==> src/rtl/instr_fetch.sv <==
// instr_fetch: fetches instructions over a req/ack port into a 2-entry buffer and
// drives PC step/redirect strobes toward the PC block.
module instr_fetch #(
  parameter int DEPTH = 2
) (
  input  logic        clk,
  input  logic        rst,
  input  logic [31:0] pc_in,
  output logic        step_pc,
  output logic        pc_ctl,
  output logic [31:0] bus_out,
  output logic        mem_req,
  output logic [31:0] mem_addr,
  input  logic        mem_ack,
  input  logic [31:0] mem_rdata,
  input  logic        redirect_valid,
  input  logic [31:0] redirect_target,
  output logic        instr_valid,
  output logic [31:0] instr_out,
  output logic [31:0] instr_pc,
  input  logic        instr_ready
);
  typedef enum logic [2:0] {IDLE, REQ, STEP, REDIR, SETTLE} state_t;
  localparam logic [1:0] FULL = 2'(DEPTH);
  state_t state_q, state_d;
  logic step_q, step_d, ctl_q, ctl_d, req_q, req_d;
  logic pend_q, pend_d, disc_q, disc_d;
  logic [31:0] bus_q, bus_d, addr_q, addr_d, tgt_q, tgt_d;
  logic [1:0] cnt_q, cnt_d;
  logic rp_q, rp_d, wp_q, wp_d;
  logic [31:0] pc_q [DEPTH];
  logic [31:0] pc_d [DEPTH];
  logic [31:0] ins_q [DEPTH];
  logic [31:0] ins_d [DEPTH];
  logic push, pop;
  assign step_pc     = step_q;
  assign pc_ctl      = ctl_q;
  assign bus_out     = bus_q;
  assign mem_req     = req_q;
  assign mem_addr    = addr_q;
  assign instr_valid = cnt_q != 2'd0;
  assign instr_out   = ins_q[rp_q];
  assign instr_pc    = pc_q[rp_q];
  always_comb begin
    pop = instr_valid & instr_ready & ~redirect_valid;
    push = 1'b0;
    state_d = state_q;
    step_d = 1'b0;
    ctl_d = 1'b0;
    bus_d = '0;
    req_d = req_q;
    addr_d = addr_q;
    disc_d = disc_q;
    tgt_d = redirect_valid ? (redirect_target & ~32'd3) : tgt_q;
    pend_d = redirect_valid | (pend_q & (state_q != REDIR));
    case (state_q)
      IDLE:
        if (pend_q | redirect_valid) begin
          state_d = REDIR;
          step_d = 1'b1;
          ctl_d = 1'b1;
          bus_d = tgt_d - pc_in;
        end else if (cnt_q - {1'b0, pop} < FULL) begin
          state_d = REQ;
          req_d = 1'b1;
          addr_d = pc_in;
        end
      REQ:
        if (mem_ack) begin
          // a redirect seen during or with this ack kills the returned word
          req_d = 1'b0;
          disc_d = 1'b0;
          push = ~(disc_q | redirect_valid);
          state_d = push ? STEP : IDLE;
          step_d = push;
        end else if (redirect_valid) begin
          disc_d = 1'b1;
        end
      STEP, REDIR: state_d = SETTLE;
      default: state_d = IDLE;
    endcase
    pc_d = pc_q;
    ins_d = ins_q;
    if (push) begin
      pc_d[wp_q] = pc_in;
      ins_d[wp_q] = mem_rdata;
    end
    wp_d = redirect_valid ? 1'b0 : wp_q + push;
    rp_d = redirect_valid ? 1'b0 : rp_q + pop;
    cnt_d = redirect_valid ? 2'd0 : cnt_q + {1'b0, push} - {1'b0, pop};
  end
  always_ff @(posedge clk) begin
    if (rst) begin
      state_q <= IDLE;
      step_q <= 1'b0;
      ctl_q <= 1'b0;
      req_q <= 1'b0;
      pend_q <= 1'b0;
      disc_q <= 1'b0;
      bus_q <= '0;
      addr_q <= '0;
      tgt_q <= '0;
      cnt_q <= '0;
      rp_q <= 1'b0;
      wp_q <= 1'b0;
      pc_q <= '{default: '0};
      ins_q <= '{default: '0};
    end else begin
      state_q <= state_d;
      step_q <= step_d;
      ctl_q <= ctl_d;
      req_q <= req_d;
      pend_q <= pend_d;
      disc_q <= disc_d;
      bus_q <= bus_d;
      addr_q <= addr_d;
      tgt_q <= tgt_d;
      cnt_q <= cnt_d;
      rp_q <= rp_d;
      wp_q <= wp_d;
      pc_q <= pc_d;
      ins_q <= ins_d;
    end
  end
endmodule
==> config.mk <==
export PLATFORM = sky130hd
export DESIGN_NAME = instr_fetch
export DESIGN_NICKNAME = d
export VERILOG_FILES = /design/src/rtl/instr_fetch.sv
export SDC_FILE = /design/constraint.sdc
export NUM_CORES = 1
export LEC_CHECK = 0
export CAP_MARGIN = 20
export CELL_PAD_IN_SITES_DETAIL_PLACEMENT = 1
export CELL_PAD_IN_SITES_GLOBAL_PLACEMENT = 2
export CORE_MARGIN = 10
export CORE_UTILIZATION = 31
export DETAILED_ROUTE_END_ITERATION = 16
export GPL_TIMING_DRIVEN = 0
export PLACE_DENSITY_LB_ADDON = 0.15
export SYNTH_ARGS = -nofsm -noshare
export SYNTH_HDL_FRONTEND = slang
export SYNTH_SLANG_ARGS = --single-unit
==> constraint.sdc <==
create_clock -name clk -period 4.8 [get_ports clk]
set_clock_uncertainty 0.2 [all_clocks]
set_input_delay 0.96 -clock clk [delete_from_list [all_inputs] [get_ports clk]]
set_output_delay 0.96 -clock clk [all_outputs]
set_load 0.01 [all_outputs]
* Word level (Yosys, flattened, before mapping)
Index checks and enable logic that the tools add are counted.
** Word-level totals
- Register bits :: 236
- Bits in latches :: 0
- RAM bits :: 0
- Bits in read-only memories :: 0
- Output and inout port bits :: 132
- Memories kept :: 0
** Cells by class
- $add $sub $neg :: 6
- $mul :: 0
- Divide/modulo/power cells :: 0
- $lt $le $gt $ge :: 4
- Equality and inequality tests :: 8
- Shift operators :: 0
- Multiplexer cells :: 26
- Bitwise logic cells :: 12
- Reduce and logical (&&, ||, !) cells :: 13
** Operators with widths (number)
- $mux W32 :: 8
- $bwmux W64 :: 2
- $demux W32 S1 :: 1
- $sub A32 B32 Y32 :: 1
- $mux W3 :: 3
- $pmux W3 S3 :: 1
- $mux W1 :: 8
- $eq A3 B2 Y1 const B :: 2
- $ne A2 B2 Y1 const B :: 3
- $reduce_bool A2 Y1 :: 3
- $reduce_or A2 Y1 :: 3
- $ge A2 B2 Y1 const B :: 2
- $not A1 Y1 :: 4
- $not A1 Y2 :: 2
- $pmux W1 S2 :: 2
- $reduce_and A2 Y1 :: 2
- $reduce_and A4 Y1 :: 1
- $sub A2 B1 Y2 :: 2
- $and A1 B1 Y1 :: 3
- $eq A3 B1 Y1 const B :: 1
- $logic_not A3 Y1 :: 1
- $ne A3 B2 Y1 const B :: 1
- $ne A3 B3 Y1 const B :: 1
- $or A1 B1 Y1 :: 3
- 8 further kinds :: 9

* Depth between registers and ports, before layout
Gate-level depths: netlist of run 1.
- Depth in word-level cells :: 8
- Gate-level depth with buffers :: 13
- Gate-level depth less buffers :: 10

* Worst setup path after synthesis of run 1
OpenSTA, ideal clock, no wires.
- Path type :: input port to flip-flop
- Start point :: input port redirect_valid
- End point :: register bus_q[16], in the netlist bus_out[16]
- Arrival time :: 3540 ps
- Data required time :: 4472 ps
- Path slack :: 932 ps
- Stages on the path :: 11
- Buffers on the path :: 2
- Cell sequence :: clkbuf_1 -> clkbuf_1 -> mux2_2 -> ha_1 -> nor2b_1 -> o2111ai_1 -> a211oi_2 -> nor4_1 -> o21ai_0 -> xnor2_1 -> nor2_1
** On the way
- Elaborated cells on any way between the ends :: 5
- Classes of those cells :: 1 x add/sub; 1 x mux; 2 x bitwise; 1 x reduce/logical
** RTL lines
- start, declared :: RTL line 16 : input logic redirect_valid,
- $mux W32 :: RTL line 54 : tgt_d = redirect_valid ? (redirect_target & ~32'd3) : tgt_q;
- via tgt_d[2] :: RTL line 28 : logic [31:0] bus_q, bus_d, addr_q, addr_d, tgt_q, tgt_d;
- $sub A32 B32 Y32 :: RTL line 62 : bus_d = tgt_d - pc_in;
- end signal, assigned :: RTL line 115 : bus_q <= bus_d;
- end, declared :: RTL line 28
The timed path passes the listed nets, and every way through them passes these cells.
A chain may end at the register's enable or synchronous reset.

* Worst setup path in the final report of run 1
- Start point :: input port redirect_valid
- End point :: register bus_q[26], in the netlist bus_out[26]
** On the way
- Word-level cells in the longest chain between the ends :: 3
- Elaborated cells on any way between the ends :: 5
- Classes of those cells :: 1 x add/sub; 1 x mux; 2 x bitwise; 1 x reduce/logical
** Ends and longest elaborated chain
- parallel branches: the longest is 3 deep, another holds $sub A32 B32 Y32
Parallel ways; which one is timed is not known.

==> metrics.txt, run 1 <==
Fmax=224 MHz; Antenna diodes=0; EDFF count, synth=0; Via density=4.69; DIE HEIGHT=205 um; hold wc startpoint=mem_addr[5]; remaining antenna violation count=0; Reg-to-Reg Start=state_q[2]; peak supply drop=0.250 mV; fillers=3840; detailed placer's ending HPWL=27.8 mm; PortBufs=229; crit path DAT=4.68 ns; class of the worst hold path=register to register; die area=42200 um2; width of the die=205 um; GPL Wtd Cong=0.831; sequential area share after synthesis=44.4%; Global Route Usage Sum=16.6%; GRT Residual Overflow=0; unrepaired setup endpoints after global routing=false; Layout Area Growth over Synthesis=35.4%; reg2reg end=pc_q[15]; worst path required time=5.01 ns; Core Rows=67; Starting Density=31.6%; critical path startpoint category=input pin; setup slack at placement=-0.202 ns; PnR worst setup slack=0.335 ns; post-synthesis cell type with the largest combined area=dfxtp_1; post-route cell area=14400 um2; Seq cells post-synth=236; share of power burned in registers=41.2%; Ys Warns=0; Worst setup EP type=register; Tot Pwr=5.03 mW; DRC violations left=0; synthesized area=10700 um2; clock sink total=236; worst slew pin tran=0.887 ns; critical path type=input pin to register; htree depth=1; min Tclk post-route=4.46 ns; clk_lat worst skew=0.54 ns; Multi-input gate area=5500 um2; fin util=42.8%; first-pass GRT wire length=55.1 mm; period utilization=93.0%; largest cells by area after synthesis=dfxtp_1 44%, mux2i_1 12%, mux2_2 9.8%; Reg area=4720 um2; WHS Endpoint=mem_addr[5]; Detailed Route WL=35.9 mm; Area after DPL=13500 um2; Logic pwr share=16.5%; Psw=1.30 mW; core area=33700 um2; Syn Area/Cell=9.48 um2; vias in the first global route=9254; initial antenna violation count=1; drt pass-1 iters=4; Final Max Slew Viols=0; clock share of power=42.3%; final hold vios=0; via count=8664; routed len/inst=19.5 um; # IOs=233; Net Sw Frac=25.8%; Post-synth ARST share=0%; final setup fails=0; CTS Hold Bufs=0; clock buffer depth=3; Power Dens Cells=349 nW/um2; Synth Instances=1123; Internal Dissipation=3.73 mW; CTS tree=built; Synthesized Nets=1261; worst r2r path cells=8; nets@finish=1520; post-CTS resize count=0; ys flop type=dfxtp_1; Synth cell types=54; First DRT Iteration DRCs=258; Max-Cap Viols=0; root cell of the clock tree=clkbuf_16; outcome=finished clean; Setup Buffers After CTS=0; Worst R2R Setup Slack=1.76 ns; Slew HR=40.9%; largest net degree at the start of global routing=14; layout cells sized above 1=11.3%; Clock Pin Slew Worst Setup and Hold Paths=0.06 ns; hold path cells=2; crit-path max FO=10; top cell type's share of synthesized area=44.4%; cts bufs inserted=28; Static Leakage=5.46 nW
==> synth_stat cells (all sizes together) (16+ instances only) <==
cell type and n:
nor2b 33, nor2 176, ha 36, a21oi 62
mux2 93, buf 18, clkbuf 49, inv 42
dfxtp 236, nand2 89, mux2i 131, o21ai 16
==> through the flow <==
| step | std cells | setup TNS, ns | hold WS (ns) |
|---|---|---|---|
| 4_1_cts | 1847 | 0 | 0.258 |
| 3_3_place_gp | 1800 | -0.712 | 0.241 |
| 5_1_grt | 1847 | 0 | 0.277 |
| 3_5_place_dp | 1800 | -0.720 | 0.250 |
| 2_1_floorplan | 1123 | 0 | 0.228 |
| 6_report | 1847 | 0 | 0.255 |
==> how the worst max path moves through the flow <==
stage	cells after the start	endpoint	from	slack (ns)
6_report	13	bus_out[26]	redirect_valid	0.34
5_1_grt	13	bus_out[26]	redirect_valid	0.1
4_1_cts	13	bus_out[26]	redirect_valid	0.35
3_5_place_dp	13	bus_out[26]	redirect_valid	-0.20
3_3_place_gp	13	bus_out[26]	redirect_valid	-0.18
2_1_floorplan	11	bus_out[16]	redirect_valid	0.93
==> sequential cells by signal, summed over array words and instances, names as in the netlist, 2 cells and up <==
signal	flops
ins_q	64
pc_q	64
bus_out	32
mem_addr	32
tgt_q	32
state_q	3
cnt_q	2
==> critical path: stages <==
cell and delay, ns:
clkbuf_1 0.51, buf_2 0.43, clkbuf_1 0.45, nand2b_1 0.17, ha_1 0.17, fa_1 0.22, nor2b_1 0.08, o2111ai_1 0.37
a211oi_2 0.17, o41ai_2 0.60, a21oi_1 0.22, o211ai_1 0.20, o31ai_1 0.09
==> layer usage <==
layer	up-vias	share of wire, %	global-route usage (%)
met5	-	0.036	0
met1	4148	44	20.5
met4	2	1.7	3.31
met2	149	48	28.5
li1	4330	-	-
met3	35	5.6	4.17
==> final cells by class <==
class,instances,share of cell area [%]
tap,448,3.89
inverter,42,1.09
sequential,236,32.8
clock inverter,5,0.538
timing repair buffer,229,15.9
buffer,67,1.83
clock buffer,42,5.85
multi-input combinational,778,38.2
==> kinds of logic (layout without fill, tap and decap cells) <==
logic type      count (synthesis)  in the layout  synth area share (%)
buf+inv                       109            385                  3.96
xor+xnor                       27             27                  2.22
simple gates                  354            354                  14.7
fa+ha+maj                      37             37                  4.42
mux                           224            224                  22.1
flops                         236            236                  44.4
compound gates                136            136                  8.24
==> power groups by stage <==
stage	Sequential (mW)	Clock [mW]	Combinational [mW]
finish	2.07	2.13	0.830
global route	2.08	2.27	0.916
CTS	2.08	2.20	0.845
detailed placement	2.12	0	0.840
global placement	2.11	0	0.838
floorplan	2.13	0	0.435
==> cell usage in the layout, fill, tap and decap left out, types with 29 or more instances in the layout <==
cell             instances
nand2_1                 88
nor2b_1                 33
dfxtp_1                236
clkbuf_16               29
inv_1                   42
a21oi_1                 60
nor2_1                 176
ha_1                    36
clkdlybuf4s50_1        229
clkbuf_1                55
mux2_2                  93
mux2i_1                131
No activity file was read; power rests on OpenSTA's default activity.
==> run 2: changes to the inputs <==
- REMOVE_ABC_BUFFERS: default -> 1
==> run 2 against run 1 <==
Sequential power hardly changed. Utilization fell by 0.13 points. Worst hold slack worse by 0.0027 ns. Die area stayed put. Worst setup slack better by 0.80 ns. Final cell count shrank 3.1%. Sequential share of layout area grew 0.12 points. Power down 0.77%. Clock power decreased by 2%. Register-to-register slack gained 0.05 ns. Via count is 3.6% lower.
==> metrics.txt, run 2 (synthesis gave the netlist of run 1 again) <==
outcome=finished clean; Max-Cap Viols=0 (unchanged); clock sink total=236 (unchanged); commonest non-fill, non-tap cell in the layout=dfxtp_1; worst slew pin tran=0.823 ns (-0.0646 ns); CTS tree=built; root cell of the clock tree=clkbuf_16; PortBufs=230 (+0.44%); final hold vios=0 (unchanged); CTS Hold Bufs=0 (unchanged); via count=8350 (-3.6%); GRT Residual Overflow=0 (unchanged); setup slack at placement=0.487 ns (+0.690 ns); routed len/inst=19.0 um (-2.5%); post-route cell area=14400 um2 (-0.30%); fin util=42.7% (-0.13 points); detailed placer's ending HPWL=24.6 mm (-12%); CP Cell Sequence=buf_2 > buf_12 > mux2_2 > ha_1 > a21oi_1 > o21ai_1 > nor2b_1 > o41ai_2 > a21oi_1 > o211ai_1 > o31ai_1; critical path type=input pin to register; Detailed Route WL=33.9 mm (-5.6%); nets@finish=1462 (-3.8%); PnR worst setup slack=1.13 ns (+0.797 ns); peak supply drop=0.305 mV (+22%); Multi-input gate area=5540 um2 (+0.57%); final setup fails=0 (unchanged); Tot Pwr=4.99 mW (-0.77%); width of the die=205 um (unchanged); Fmax=273 MHz (+22%); Starting Density=31.6% (unchanged); period utilization=76.4% (-17 points); DIE HEIGHT=205 um (unchanged); remaining antenna violation count=0 (unchanged); crit path DAT=3.89 ns (-0.79 ns); core area=33700 um2 (unchanged); class of the worst hold path=register to register; Via density=4.67 (-0.50%); worst hold margin=0.252 ns (-0.00270 ns); Clock Pin Slew Worst Setup and Hold Paths=0.06 ns (about the same); Area after DPL=13500 um2 (-0.10%); post-CTS resize count=0 (unchanged); Slew HR=45.2% (+4.3 points); DRC violations left=0 (unchanged); Final Non-Filler Cells=1789 (-3.1%); Final Max Slew Viols=0 (unchanged); Layout Area Growth over Synthesis=35.0%; Power Dens Cells=347 nW/um2 (-0.47%); GPL Wtd Cong=0.782 (-5.9%); die area=42200 um2 (unchanged); worst path required time=5.02 ns (about the same); Worst path slowest cell=o41ai_2; cts bufs inserted=28 (unchanged); Antenna diodes=0 (unchanged); largest net degree at the start of global routing=125 (+111); htree depth=1 (unchanged); critical path startpoint category=input pin; # IOs=233 (unchanged); Static Leakage=5.44 nW (-0.38%); Global Route Usage Sum=15.5% (-1.1 points); fillers=3852 (+0.31%); Critical Path Max Stage Delay=0.62 ns (+0.02 ns); min Tclk post-route=3.67 ns (-0.797 ns); Worst Path Buf+Inv=2 (-1); Setup Buffers After CTS=0 (unchanged); most frequent cells in the layout=235 x dfxtp_1, 228 x clkdlybuf4s50_1, 176 x nor2_1; largest registers=ins_q x64, pc_q x64; unrepaired setup endpoints after global routing=false; clock buffer depth=3 (unchanged); Reg area=4730 um2 (about the same); clk_lat worst skew=0.55 ns (about the same); crit-path max FO=29 (+19); most used cell, CP=a21oi_1; first-pass GRT wire length=51.7 mm (-6.2%); initial antenna violation count=0 (-1); layout cells sized above 1=12.2% (+0.86 points); vias in the first global route=8750 (-5.4%); drt pass-1 iters=4 (unchanged); Core Rows=67 (unchanged); Post-Place Cells=1742 (-3.2%); Worst setup EP type=register; First DRT Iteration DRCs=287 (+11%); CP delay by family, top=compound AO/OA/AOI/OAI gates; TNS Setup=0 ns (unchanged)
==> run 2: cell count changes in the layout (fill, tap and decap cells not counted), sizes merged <==
cell	before	now
clkinvlp	1	0
buf	18	10
clkinv	2	6
clkdlybuf4s50	229	228
clkbuf	91	39
==> run 2: report_power, final <==
group	internal (mW)	total (mW)	switching, mW
combinational	0.398	0.825	0.426
sequential	2.04	2.08	0.0354
clock	1.25	2.09	0.844
==> run 2: tightest hold or removal path, delay by kind of cell (launching register included) <==
kind	cells	cell delay (ns)
flip-flops	1	0.30
AO/OA/AOI/OAI	1	0.05
AND/OR/NAND/NOR	1	0.05
==> run 2: worst paths after layout <==
check,startpoint,end,slack (ns),cells after the start
setup / recovery,redirect_valid,bus_out[26],1.13,11
hold / removal,mem_addr[15],mem_addr[15],0.25,2
setup reg to reg,tgt_q[2],bus_out[26],1.81,9
hold reg to reg,mem_addr[15],mem_addr[15],0.25,2
==> run 2: area by class of cell <==
cell class                 instances  area share, %
multi-input combinational        778           38.5
sequential                       236           32.9
inverter                          42           1.10
tap                              448           3.90
clock buffer                      39           5.51
timing repair buffer             238           17.4
clock inverter                     8          0.705
==> run 2: routing by layer <==
metal | track usage, % | vias to the layer above | share of wire, %
met1 | 19.7 | 3964 | 45
li1 | - | 4214 | -
met4 | 3.12 | 0 | 1.6
met2 | 25.3 | 140 | 46
met3 | 4.70 | 32 | 6.6
met5 | 0 | - | 0
==> run 3: changes to the inputs <==
- clock period: 4.8 -> 3.4 ns (I/O delays scaled with it)
==> run 3 against run 2 <==
Combinational power increased by 42%. Routed wire length up 0.22%. Largest cell class unchanged. Critical path depth did not move.
==> metrics.txt, run 3 (synthesis gave the netlist of run 1 again) <==
final hold vios=0 (unchanged); min Tclk post-route=3.29 ns; root cell of the clock tree=clkbuf_16; first-pass GRT wire length=51.7 mm (about the same); initial antenna violation count=0 (unchanged); routed len/inst=19.0 um (+0.22%); DRC violations left=0 (unchanged); Layout Area Growth over Synthesis=35.2%; GRT Residual Overflow=0 (unchanged); Worst setup EP type=register; outcome=finished clean; layout cells sized above 1=12.5% (+0.30 points); Via density=4.67 (+0.14%); Core Rows=67 (unchanged); # IOs=233 (unchanged); final setup fails=0 (unchanged); Tot Pwr=7.06 mW (+41%); Multi-input gate area=5550 um2 (+0.32%); clock sink total=236 (unchanged); Max-Cap Viols=0 (unchanged); Clock Pin Slew Worst Setup and Hold Paths=0.06 ns (about the same); hold wc startpoint=mem_addr[15]; most frequent cells in the layout=235 x dfxtp_1, 228 x clkdlybuf4s50_1, 176 x nor2_1; largest registers=ins_q x64, pc_q x64; peak supply drop=0.431 mV (+41%); CTS tree=built; period utilization=96.8%; Slew HR=45.2% (+0.069 points); via count=8362 (+0.14%); First DRT Iteration DRCs=294 (+2.4%); crit path from=redirect_valid; worst slew pin tran=0.822 ns (-0.00104 ns); Global Route Usage Sum=15.5% (about the same); core area=33700 um2 (unchanged); critical path startpoint category=input pin; DIE HEIGHT=205 um (unchanged); cts bufs inserted=28 (unchanged); PortBufs=230 (unchanged); die area=42200 um2 (unchanged); class of the worst hold path=register to register; width of the die=205 um (unchanged); unrepaired setup endpoints after global routing=true; CTS Hold Bufs=0 (unchanged); Power Dens Cells=490 nW/um2 (+41%); Antenna diodes=0 (unchanged); Static Leakage=5.44 nW (about the same); detailed placer's ending HPWL=24.6 mm (unchanged); vias in the first global route=8753 (+0.034%); critical path type=input pin to register; drt pass-1 iters=4 (unchanged); Detailed Route WL=34.0 mm (+0.22%); largest net degree at the start of global routing=125 (unchanged); fillers=3845 (-0.18%); commonest non-fill, non-tap cell in the layout=dfxtp_1; crit-path max FO=29 (unchanged); nets@finish=1462 (unchanged); clock buffer depth=3 (unchanged); Fmax=304 MHz; worst path required time=3.62 ns (-1.40 ns); clk_lat worst skew=0.55 ns (about the same); htree depth=1 (unchanged); GPL Wtd Cong=0.782 (unchanged); Final Max Slew Viols=0 (unchanged); remaining antenna violation count=0 (unchanged); Reg area=4730 um2 (unchanged); Reg-to-Reg Start=tgt_q[4]; worst hold margin=0.252 ns (-0.00000400 ns); crit path DAT=3.51 ns (-0.38 ns); Starting Density=31.6% (unchanged)
-- run 3: cell types whose count changed in the layout (fill, tap and decap cells not counted), sizes merged --
cell    change
buf         -1
clkbuf      +1
-- run 3: through the flow --
stage	setup TNS, ns	instance area, um2	util, %	cells	setup slack [ns]
after global placement	-1171.06	13200	39.3	1734	-6.33
after floorplan	-60.72	10400	-	1056	-0.474
final	0	14400	42.7	1789	0.110
after CTS	0	14400	42.7	1789	0.00892
after detailed placement	-7.63	13500	40.0	1742	-0.633
after global routing	-0.0267	14400	42.7	1789	-0.0152
-- run 3: worst max-delay path: stages --
cell,delay [ns]
clkbuf_4,0.26
buf_12,0.24
mux2_2,0.38
ha_1,0.37
a21oi_1,0.15
o21ai_1,0.11
nor2b_1,0.17
o41ai_2,0.61
a21oi_1,0.23
o211ai_1,0.20
o31ai_1,0.09
-- run 3: final timing paths --
kind | end | slack [ns] | depth (start not counted)
worst max register to register | bus_out[26] | 0.47 | 9
worst max-delay path | bus_out[26] | 0.11 | 11
worst min-delay path | mem_addr[15] | 0.25 | 2
worst min register to register | mem_addr[15] | 0.25 | 2
-- run 3: timing repair --
action	4_1_cts	5_1_grt
buffers inserted	0	0
resized for setup	1	5
setup endpoints to repair	1	8
pin swaps	0	3
-- run 3: cell type report --
cell class                      instances  area share [%]
Tap cell                              448            3.89
Clock buffer                           39            5.50
Timing Repair Buffer                  238            17.4
Clock inverter                          8           0.704
Sequential cell                       236            32.8
Inverter                               42            1.09
Multi-Input combinational cell        778            38.6
-- run 3: power breakdown --
part | leakage [nW] | internal [mW] | switching (mW)
sequential | 1.92 | 2.88 | 0.0500
combinational | 3.08 | 0.565 | 0.606
clock | 0.443 | 1.76 | 1.20
-- run 3: per-layer routing --
| layer | track usage, % | wire length [um] | up-vias |
|---|---|---|---|
| li1 | - | - | 4213 |
| met1 | 19.7 | 15500 | 3976 |
| met2 | 25.3 | 15800 | 141 |
| met3 | 4.70 | 2190 | 32 |
| met4 | 3.12 | 551 | 0 |
| met5 | 0 | 0 | - |
